<file path="config.mk">
export PLATFORM = sky130hd
export DESIGN_NAME = counter_share_ctrl
export DESIGN_NICKNAME = d
export VERILOG_FILES = /design/src/rtl/counter_share_ctrl.sv
export SDC_FILE = /design/constraint.sdc
export NUM_CORES = 1
export LEC_CHECK = 0
export CAP_MARGIN = 15
export CORE_MARGIN = 2
export CORE_UTILIZATION = 55
export CTS_CLUSTER_DIAMETER = 100
export DETAILED_ROUTE_END_ITERATION = 16
export DONT_BUFFER_PORTS = 1
export PLACE_DENSITY_LB_ADDON = 0.25
export SETUP_SLACK_MARGIN = 0.15
export SLEW_MARGIN = 15
export SYNTH_ARGS = -nofsm -noshare
export SYNTH_HDL_FRONTEND = slang
export SYNTH_SLANG_ARGS = --single-unit
</file>
<file path="constraint.sdc">
create_clock -name clk -period 2.7 [get_ports clk]
set_input_delay 0.27 -clock clk [delete_from_list [all_inputs] [get_ports clk]]
set_output_delay 0.27 -clock clk [all_outputs]
set_load 0.03 [all_outputs]
</file>
<file path="src/rtl/counter_share_ctrl.sv">
// rtl/counter_share_ctrl.sv - round-robin sharing of one interval counter between two requesters (optional pause: CSC_PAUSE_EN)
module counter_share_ctrl #(
    parameter int WIDTH = 5
) (
    input  logic             clk,
    input  logic             clr_n,
    input  logic             req0,
    input  logic [WIDTH-1:0] len0,
    input  logic             req1,
    input  logic [WIDTH-1:0] len1,
`ifdef CSC_PAUSE_EN
    input  logic             pause,
`endif
    output logic             gnt0,
    output logic             gnt1,
    output logic             busy,
    output logic [WIDTH-1:0] cnt,
    output logic             done0,
    output logic             done1
);

    localparam logic [1:0] ST_IDLE = 2'd0;
    localparam logic [1:0] ST_RUN  = 2'd1;
    localparam logic [1:0] ST_DONE = 2'd2;

    logic [1:0]       state;
    logic             last;
    logic [WIDTH-1:0] len_r;
    logic             pause_w;
    logic             any_req;
    logic             winner;
    logic             owner_req;
    logic             terminal;

`ifdef CSC_PAUSE_EN
    assign pause_w = pause;
`else
    assign pause_w = 1'b0;
`endif

    // The owner is always the last winner, so last doubles as the owner index.
    assign any_req   = req0 | req1;
    assign winner    = (req0 & req1) ? ~last : req1;
    assign owner_req = last ? req1 : req0;

    // len_r == 0 wraps the terminal to all-ones, giving a full 2^WIDTH interval.
    assign terminal  = (cnt == (len_r - WIDTH'(1)));

    assign busy      = (state != ST_IDLE);

    always_ff @(negedge clk or negedge clr_n) begin
        if (!clr_n) begin
            state <= ST_IDLE;
            last  <= 1'b1;
            len_r <= '0;
            cnt   <= '0;
            gnt0  <= 1'b0;
            gnt1  <= 1'b0;
            done0 <= 1'b0;
            done1 <= 1'b0;
        end else begin
            done0 <= 1'b0;
            done1 <= 1'b0;
            case (state)
                ST_IDLE: begin
                    cnt <= '0;
                    if (any_req) begin
                        len_r <= winner ? len1 : len0;
                        gnt0  <= ~winner;
                        gnt1  <= winner;
                        last  <= winner;
                        state <= ST_RUN;
                    end
                end
                ST_RUN: begin
                    if (!owner_req) begin
                        state <= ST_IDLE;
                        cnt   <= '0;
                        gnt0  <= 1'b0;
                        gnt1  <= 1'b0;
                    end else if (!pause_w) begin
                        if (terminal) begin
                            state <= ST_DONE;
                            cnt   <= '0;
                            gnt0  <= 1'b0;
                            gnt1  <= 1'b0;
                            done0 <= ~last;
                            done1 <= last;
                        end else begin
                            cnt <= cnt + WIDTH'(1);
                        end
                    end
                end
                ST_DONE: begin
                    state <= ST_IDLE;
                end
                default: begin
                    state <= ST_IDLE;
                    cnt   <= '0;
                    gnt0  <= 1'b0;
                    gnt1  <= 1'b0;
                end
            endcase
        end
    end

endmodule

</file>
==> results of run 1 <==
report_power, final:
| group | leakage, uW | switching, uW | internal, uW |
|---|---|---|---|
| clock | 0.0000230 | 87.1 | 57.1 |
| sequential | 0.000214 | 143 | 345 |
| combinational | 0.000215 | 207 | 175 |
| total | 0.000452 | 438 | 577 |
kinds of logic after synthesis:
group | share of synthesized area
mux | 0.0768
buf+inv | 0.0206
flops | 0.468
fa+ha+maj | 0.0274
simple gates | 0.174
compound gates | 0.151
xor+xnor | 0.0823
registers in the layout, summed over array words and instances (netlist names):
register  flops
len_r         5
gnt1          1
state         2
done0         1
last          1
gnt0          1
done1         1
cnt           5
area by class of cell:
cell class	count	area, um2
Tap cell	16	20.0
Inverter	4	17.5
Clock inverter	2	8.76
Multi-Input combinational cell	65	478
Timing Repair Buffer	1	7.51
Fill cell	129	543
Clock buffer	3	22.5
Sequential cell	17	427
worst reg2reg max path, cell delays in order, from the launching register on:
cell,delay (ps)
dfrtn_1,480
inv_1,60
ha_1,210
nor3b_2,160
xnor2_1,150
or3_4,410
and2_4,170
a22o_1,220
synth_stat cells, drive strengths merged, types with 2 or more instances:
master,n,share of area
o2bb2ai,2,0.019
nand2b,2,0.014
nand2,4,0.016
mux2i,7,0.077
dfrtn,16,0.44
xor2,2,0.019
nor2,8,0.033
a21oi,7,0.038
or3,2,0.019
a21o,2,0.018
a22o,2,0.019
ha,2,0.027
nand3,3,0.016
nor3b,2,0.022
xnor2,4,0.038
nor3,4,0.022
o21ai,2,0.011
inv,5,0.021
through the flow:
step           setup slack, ps  hold slack [ps]  cells  cell area, um2
3_3_place_gp               135              453    103             936
6_report                   108              493    108             981
3_5_place_dp              74.6              447    103             936
2_1_floorplan              234              405     87             916
4_1_cts                    102              504    108             973
5_1_grt                   74.7              526    108             981
metal layers:
metal / GRT usage / vias up
met5: 0 / -
met4: 0.109 / 0
met3: 0.0440 / 3
met2: 0.301 / 25
met1: 0.238 / 308
li1: - / 319
repair_timing:
action,in CTS,in global routing
buffers inserted,1,0
setup endpoints to repair,6,6
gates cloned,0,0
gates resized for setup,2,2
final timing paths:
path	slack, ps	from	to	cells after the start
worst min-delay path	490	len_r[4]$_DFFE_NN0P_	len_r[4]$_DFFE_NN0P_	2
worst max-delay path	110	state[1]$_DFFE_NN0P_	busy	2
max in group asynchronous	1570	clr_n	last$_DFFE_NN1P_	0
min in group asynchronous	900	clr_n	cnt[2]$_DFFE_NN0P_	0
worst min register to register	490	len_r[4]$_DFFE_NN0P_	len_r[4]$_DFFE_NN0P_	2
worst max register to register	690	len_r[0]$_DFFE_NN0P_	cnt[1]$_DFFE_NN0P_	7
==> metrics.txt, run 1 <==
Worst EP arrival=2320 ps; antenna violations before repair=0; max_cap viols=0; Clock Path Buffers=2; total grt overflow=0; Worst-Skew Late Latency=350 ps; asr flop ratio synth=1.00; area grow syn2layout=7.54%; Site Rows=14; Syn Area/Cell=10.5 um2; Detail Route Antenna Nets=0; Startpoint Class=flop; antenna cells=0; I/O pins=24; Yosys cell types=32; drt via density=6.06; M1 WL=725 um; largest net degree at the start of global routing=18; CTS H-tree lvls=1; CTS tree=done; Final #Nets=109; DIE WIDTH=44.7 um; final WL=roughly 1700 um; # hold bufs at CTS=0; Crit Path Max Fanout=4; Core Footprint=1520 um2; headroom to the max-slew limit=0.614; Hold/Removal Path Class=flop to flop; unrepaired setup endpoints after global routing=yes; gpl congestion=0.781; wire length per cell=15.7 um; max incr delay on CP=around 500 ps; number of setup violations in the final report=0; Starting Density=0.599; Synth Instances=87; top routing layer used=met4; Pwr Density=1030 nW/um2; Global Route Usage Sum=0.190; Residual DRC=0; Worst-path clk slew=roughly 70 ps; drt first pass iters=8; CTS buffer count=3; syn_nets=slightly above 100; initial DRC count=14; Worst Clk Skew=61.8 ps; Final Total Pwr=1010 uW; endpoint class of the critical path=output port; final hold vios=0; met2 wire length=859 um; Pleak=between 0.0004 and 0.0005 uW; cell area after synthesis=roughly 900 um2; total negative slack=0 ps; outcome=completed; max-slew violation count=0; Crit Path Class=flop to output port; Synth warnings=0; EDFF count, synth=0; CP max-delay cell=dfrtn_1; CTS sink count=17; met3 WL=92 um; DIE AREA=2000 um2; number of buffers added on ports=0; worst slew pin tran=577 ps; clk root buf=clkbuf_4; first-pass GRT wire length=approximately 2700 um; CP bufs+invs=1; commonest non-fill, non-tap cell in the layout=dfrtn_1; die height=approximately 45 um; Util after Layout=0.644; dominant synthesized flop cell=dfrtn_1; Worst path top cell family by delay=flip-flops; worst-path cell chain=nor2_4 -> inv_4; vias in the first global route=642; Max IR drop VDD=496 uV; dpl hpwl=roughly 1300 um; share of layout cells above drive strength 1=0.163; Seq cells post-synth=17; Critical Path RT=~2400 ps; commonest cells after routing, fill and taps aside=16 x dfrtn_1, 7 x a21oi_1, 7 x nor2_1, 7 x mux2i_1; Vias=around 660; sequential fraction of the synthesis area=0.468
No activity file was read; power rests on OpenSTA's default activity.
==> run 2: changes to the inputs <==
clock period = 2.8 ns   (was 2.7 ns; I/O delays follow)
==> run 2 against run 1 <==
Against the previous run: total power shrank 4.1%; sequential power shrank 3%; non-clock buffer count is the same; sequential cell count is the same; combinational power shrank 4%; critical path type unchanged; critical endpoint unchanged; largest power group unchanged.
==> metrics.txt, run 2 (synthesis gave the netlist of run 1 again) <==
Core Footprint=1520 um2 (unchanged); WHS Endpoint=len_r[4]$_DFFE_NN0P_ (unchanged); reg2reg end=cnt[1]$_DFFE_NN0P_ (unchanged); Startpoint Class=flop (unchanged); wire length per cell=15.1 um (was 15.7 um); antenna violations before repair=0 (unchanged); endpoint class of the critical path=output port (unchanged); Worst Clk Skew=55.7 ps (was 61.8 ps); total grt overflow=0 (unchanged); final hold vios=0 (unchanged); initial DRC count=9 (was 14); Detail Route Antenna Nets=0 (unchanged); area grow syn2layout=7.41% (was 7.54%); worst slew pin tran=573 ps (was 577 ps); Vias=668 (was 655); Crit Path Class=flop to output port (unchanged); Worst-path clk slew=70 ps (about the same); headroom to the max-slew limit=0.617 (was 0.614); drt via density=6.19 (was 6.06); DIE AREA=2000 um2 (unchanged); total negative slack=0 ps (unchanged); gpl congestion=0.793 (was 0.781); Post-Place Cells=103 (unchanged); Crit Path Max Fanout=4 (unchanged); Largest regs=cnt (5), len_r (5), state (2) (unchanged); CTS buffer count=3 (unchanged); number of buffers added on ports=0 (unchanged); Final #Nets=109 (unchanged); Clock Path Buffers=2 (unchanged); Hold Crit Start=len_r[4]$_DFFE_NN0P_ (unchanged); worst reg2reg path depth=5 (was 7); hold depth=2 (unchanged); Site Rows=14 (unchanged); CTS sink count=17 (unchanged); max_cap viols=0 (unchanged); Residual DRC=0 (unchanged); Pleak=0.000453 uW (was 0.000452 uW); first-pass GRT wire length=2540 um (was 2660 um); clk root buf=clkbuf_4 (unchanged); Starting Density=0.599 (unchanged); antenna cells=0 (unchanged); DIE WIDTH=44.7 um (unchanged); Critical Path RT=2520 ps (was 2430 ps); CTS H-tree lvls=1 (unchanged); dpl hpwl=1220 um (was 1260 um); worst-path cell chain=nor2_4 -> inv_4 (unchanged); Pwr Density=993 nW/um2 (was 1030 nW/um2); max incr delay on CP=510 ps (was 500 ps); Max IR drop VDD=590 uV (was 496 uV); Worst-Skew Late Latency=340 ps (was 350 ps); RR Startpoint=cnt[2]$_DFFE_NN0P_ (was len_r[0]$_DFFE_NN0P_); Worst EP arrival=2380 ps (was 2320 ps); die height=44.7 um (unchanged); Util after Layout=0.643 (was 0.644); unrepaired setup endpoints after global routing=yes (unchanged); final WL=1630 um (was 1700 um); vias in the first global route=596 (was 642); drt first pass iters=4 (was 8); outcome=completed (unchanged); Cell Count, Final, Fillers Out=108 (unchanged); commonest non-fill, non-tap cell in the layout=dfrtn_1 (unchanged); I/O pins=24 (unchanged); FF-to-FF setup slack=800 ps (was 690 ps); largest net degree at the start of global routing=18 (unchanged); number of setup violations in the final report=0 (unchanged); CP max-delay cell=dfrtn_1 (unchanged); Hold/Removal Path Class=flop to flop (unchanged); share of layout cells above drive strength 1=0.152 (was 0.163); max-slew violation count=0 (unchanged); CTS tree=done (unchanged); Global Route Usage Sum=0.181 (was 0.190); commonest cells after routing, fill and taps aside=16 x dfrtn_1, 7 x a21oi_1, 7 x nor2_1, 7 x mux2i_1, 5 x inv_1 (was 16 x dfrtn_1, 7 x a21oi_1, 7 x nor2_1, 7 x mux2i_1)
==> run 2: how the worst max path moves through the flow <==
| stage | startpoint | endpoint |
|---|---|---|
| 3_3_place_gp | req1 | len_r[3]$_DFFE_NN0P_ |
| 6_report | state[1]$_DFFE_NN0P_ | busy |
| 2_1_floorplan | req0 | cnt[3]$_DFFE_NN0P_ |
| 5_1_grt | cnt[3]$_DFFE_NN0P_ | cnt[3] |
| 4_1_cts | cnt[3]$_DFFE_NN0P_ | cnt[3] |
| 3_5_place_dp | req0 | cnt[3]$_DFFE_NN0P_ |
==> run 2: layout make-up <==
type                       count  area, um2
fill                         143        544
clock inverter                 2       7.51
multi-input combinational     65        478
sequential                    17        427
tap                           16       20.0
inverter                       4       17.5
clock buffer                   3       22.5
timing repair buffer           1       7.51
==> run 2: power by group <==
| part | internal [uW] | switching [uW] |
|---|---|---|
| Sequential | 333 | 140 |
| Clock | 53.5 | 79.6 |
| Combinational | 168 | 199 |
==> run 2: layer usage <==
layer | part of all wire | track usage | vias up
li1 | - | - | 318
met1 | 0.45 | 0.235 | 316
met2 | 0.48 | 0.287 | 27
met3 | 0.064 | 0.0600 | 7
met4 | 0.015 | 0.0545 | 0
met5 | 0 | 0 | -
==> run 2: critical path, delay by kind of cell, from the launching register on <==
kind	cells	cell delay (ps)
buffers and inverters	1	110
DFF	1	510
and+or+nand+nor	1	70
==> run 2: what timing repair did <==
| item | CTS | global route |
|---|---|---|
| gates resized for setup | 2 | 2 |
| setup buffers | 1 | 0 |
| setup endpoints to repair | 2 | 6 |
| hold buffers | 0 | 0 |
==> run 2: through the flow <==
| stage | worst slack [ps] | hold WS [ps] | power [uW] | instance area [um2] |
|---|---|---|---|---|
| 2_1_floorplan | 274 | 405 | 753 | 916 |
| 3_3_place_gp | 213 | 443 | 806 | 936 |
| 3_5_place_dp | 157 | 453 | 821 | 936 |
| 4_1_cts | 142 | 510 | 965 | 972 |
| 5_1_grt | 111 | 577 | 1050 | 980 |
| 6_report | 140 | 505 | 973 | 980 |
==> run 3: changes to the inputs <==
CORE_UTILIZATION = 60   (was 55)
==> run 3 against run 2 <==
Against the previous run: via count rose by 0.60%; clock skew rose by 5.6 ps; global-route usage rose by 2.8 points; register-to-register slack got worse by 40 ps; total power rose by 2.0%; critical path depth fell by 2; worst hold slack got worse by 4.9 ps.
==> metrics.txt, run 3 (synthesis gave the netlist of run 1 again) <==
CP startpoint=cnt[3]$_DFFE_NN0P_ (was state[1]$_DFFE_NN0P_); Hold/Removal Path Class=flop to flop (unchanged); commonest non-fill, non-tap cell in the layout=dfrtn_1 (unchanged); Worst-Skew Late Latency=350 ps (was 340 ps); CP endpoint=cnt[3] (was busy); met1 global-route usage=0.256 (was 0.235); Clock Path Buffers=2 (unchanged); Largest regs=cnt (5), len_r (5), state (2) (unchanged); initial DRC count=8 (was 9); Worst Hold Slack=500 ps (was 505 ps); Pleak=0.000457 uW (was 0.000453 uW); Util after Layout=0.672 (was 0.643); Final #Nets=110 (was 109); worst reg2reg path depth=7 (was 5); Residual DRC=0 (unchanged); area grow syn2layout=8.37% (was 7.41%); number of buffers added on ports=0 (unchanged); total negative slack=0 ps (unchanged); Crit Path Max Fanout=6 (was 4); Core Footprint=1470 um2 (was 1520 um2); DIE AREA=1850 um2 (was 2000 um2); multi-input logic area=478 um2 (unchanged); outcome=completed (unchanged); CTS buffer count=3 (unchanged); endpoint class of the critical path=output port (unchanged); CTS tree=done (unchanged); drt via density=6.17 (was 6.19); unrepaired setup endpoints after global routing=yes (unchanged); Starting Density=0.620 (was 0.599); Max IR drop VDD=513 uV (was 590 uV); share of layout cells above drive strength 1=0.172 (was 0.152); worst slew pin tran=561 ps (was 573 ps); number of setup violations in the final report=0 (unchanged); total grt overflow=0 (unchanged); Site Rows=14 (unchanged); RR Startpoint=len_r[0]$_DFFE_NN0P_ (was cnt[2]$_DFFE_NN0P_); reg2reg end=cnt[1]$_DFFE_NN0P_ (unchanged); gpl congestion=0.769 (was 0.793); Critical Path RT=2520 ps (about the same); drt first pass iters=5 (was 4); register area=427 um2 (unchanged); Worst-path clk slew=70 ps (about the same); commonest cells after routing, fill and taps aside=16 x dfrtn_1, 7 x a21oi_1, 7 x nor2_1, 7 x mux2i_1 (was 16 x dfrtn_1, 7 x a21oi_1, 7 x nor2_1, 7 x mux2i_1, 5 x inv_1); CTS sink count=17 (unchanged); headroom to the max-slew limit=0.625 (was 0.617); wire length per cell=16.0 um (was 15.1 um); met3 Use GR=0.0766 (was 0.0600); clk root buf=clkbuf_4 (unchanged); Worst Clk Skew=61.3 ps (was 55.7 ps); antenna cells=0 (unchanged); Vias=672 (was 668); dpl hpwl=1230 um (was 1220 um); first-pass GRT wire length=2730 um (was 2540 um); antenna violations before repair=0 (unchanged); stages on the worst setup path=0 (was 2); Detail Route Antenna Nets=0 (unchanged); Global Route Usage Sum=0.208 (was 0.181); I/O pins=24 (unchanged); CTS H-tree lvls=1 (unchanged); Startpoint Class=flop (unchanged); final hold vios=0 (unchanged); Fillers=132 (was 143); # hold bufs at CTS=0 (unchanged); final WL=1750 um (was 1630 um); max-slew violation count=0 (unchanged); vias in the first global route=635 (was 596); die height=43.0 um (was 44.7 um); GR peak layer=met2 (unchanged); FF-to-FF setup slack=760 ps (was 800 ps); Crit Path Class=flop to output port (unchanged); Pwr Density=1000 nW/um2 (was 993 nW/um2); DIE WIDTH=43.0 um (was 44.7 um); largest net degree at the start of global routing=18 (unchanged); GR Util met2=0.318 (was 0.287); Worst EP arrival=2390 ps (was 2380 ps); max_cap viols=0 (unchanged)
run 3: cell types whose count changed in the layout (fill, tap and decap cells not counted), sizes merged:
cell,change
clkinv,+1
buf,+1
inv,-1
run 3: per-stage QoR:
stage               instances  worst slack, ps  area [um2]  power [uW]
global placement          103              222         936         806
CTS                       108              135         973         976
floorplan                  87              274         916         753
global route              109             91.0         988        1060
detailed placement        103              171         936         823
finish                    109              134         988         992
run 3: cell type report:
cell class	instances	share of cell area
inverters	4	0.0177
flip-flops and latches	17	0.432
repair buffers	2	0.0152
clock inverters	2	0.00886
multi-input cells	65	0.484
well taps	16	0.0203
clock buffers	3	0.0228
run 3: layer usage:
metal	vias to the layer above	routed length (um)
li1	321	-
met1	316	695
met2	30	883
met3	5	126
met4	0	39
met5	-	0
run 3: worst min-delay path by stage:
stage / endpoint / from / cells after the start / slack (ps)
3_5_place_dp: gnt1$_DFFE_NN0P_ / state[0]$_DFFE_NN0P_ / 1 / 450
4_1_cts: len_r[4]$_DFFE_NN0P_ / len_r[4]$_DFFE_NN0P_ / 2 / 500
3_3_place_gp: gnt0$_DFFE_NN0P_ / state[0]$_DFFE_NN0P_ / 1 / 440
2_1_floorplan: gnt0$_DFFE_NN0P_ / state[0]$_DFFE_NN0P_ / 1 / 410
5_1_grt: len_r[4]$_DFFE_NN0P_ / len_r[4]$_DFFE_NN0P_ / 2 / 570
6_report: len_r[4]$_DFFE_NN0P_ / len_r[4]$_DFFE_NN0P_ / 2 / 500
run 3: timing repair:
item                       in CTS  in global routing
buffers inserted                1                  1
gates resized for setup         2                  2
setup endpoints to repair       5                  6
run 3: power breakdown:
part | switching [uW] | total, uW | internal (uW)
registers | 144 | 477 | 333
logic | 208 | 378 | 170
clock network | 82.4 | 137 | 55.1
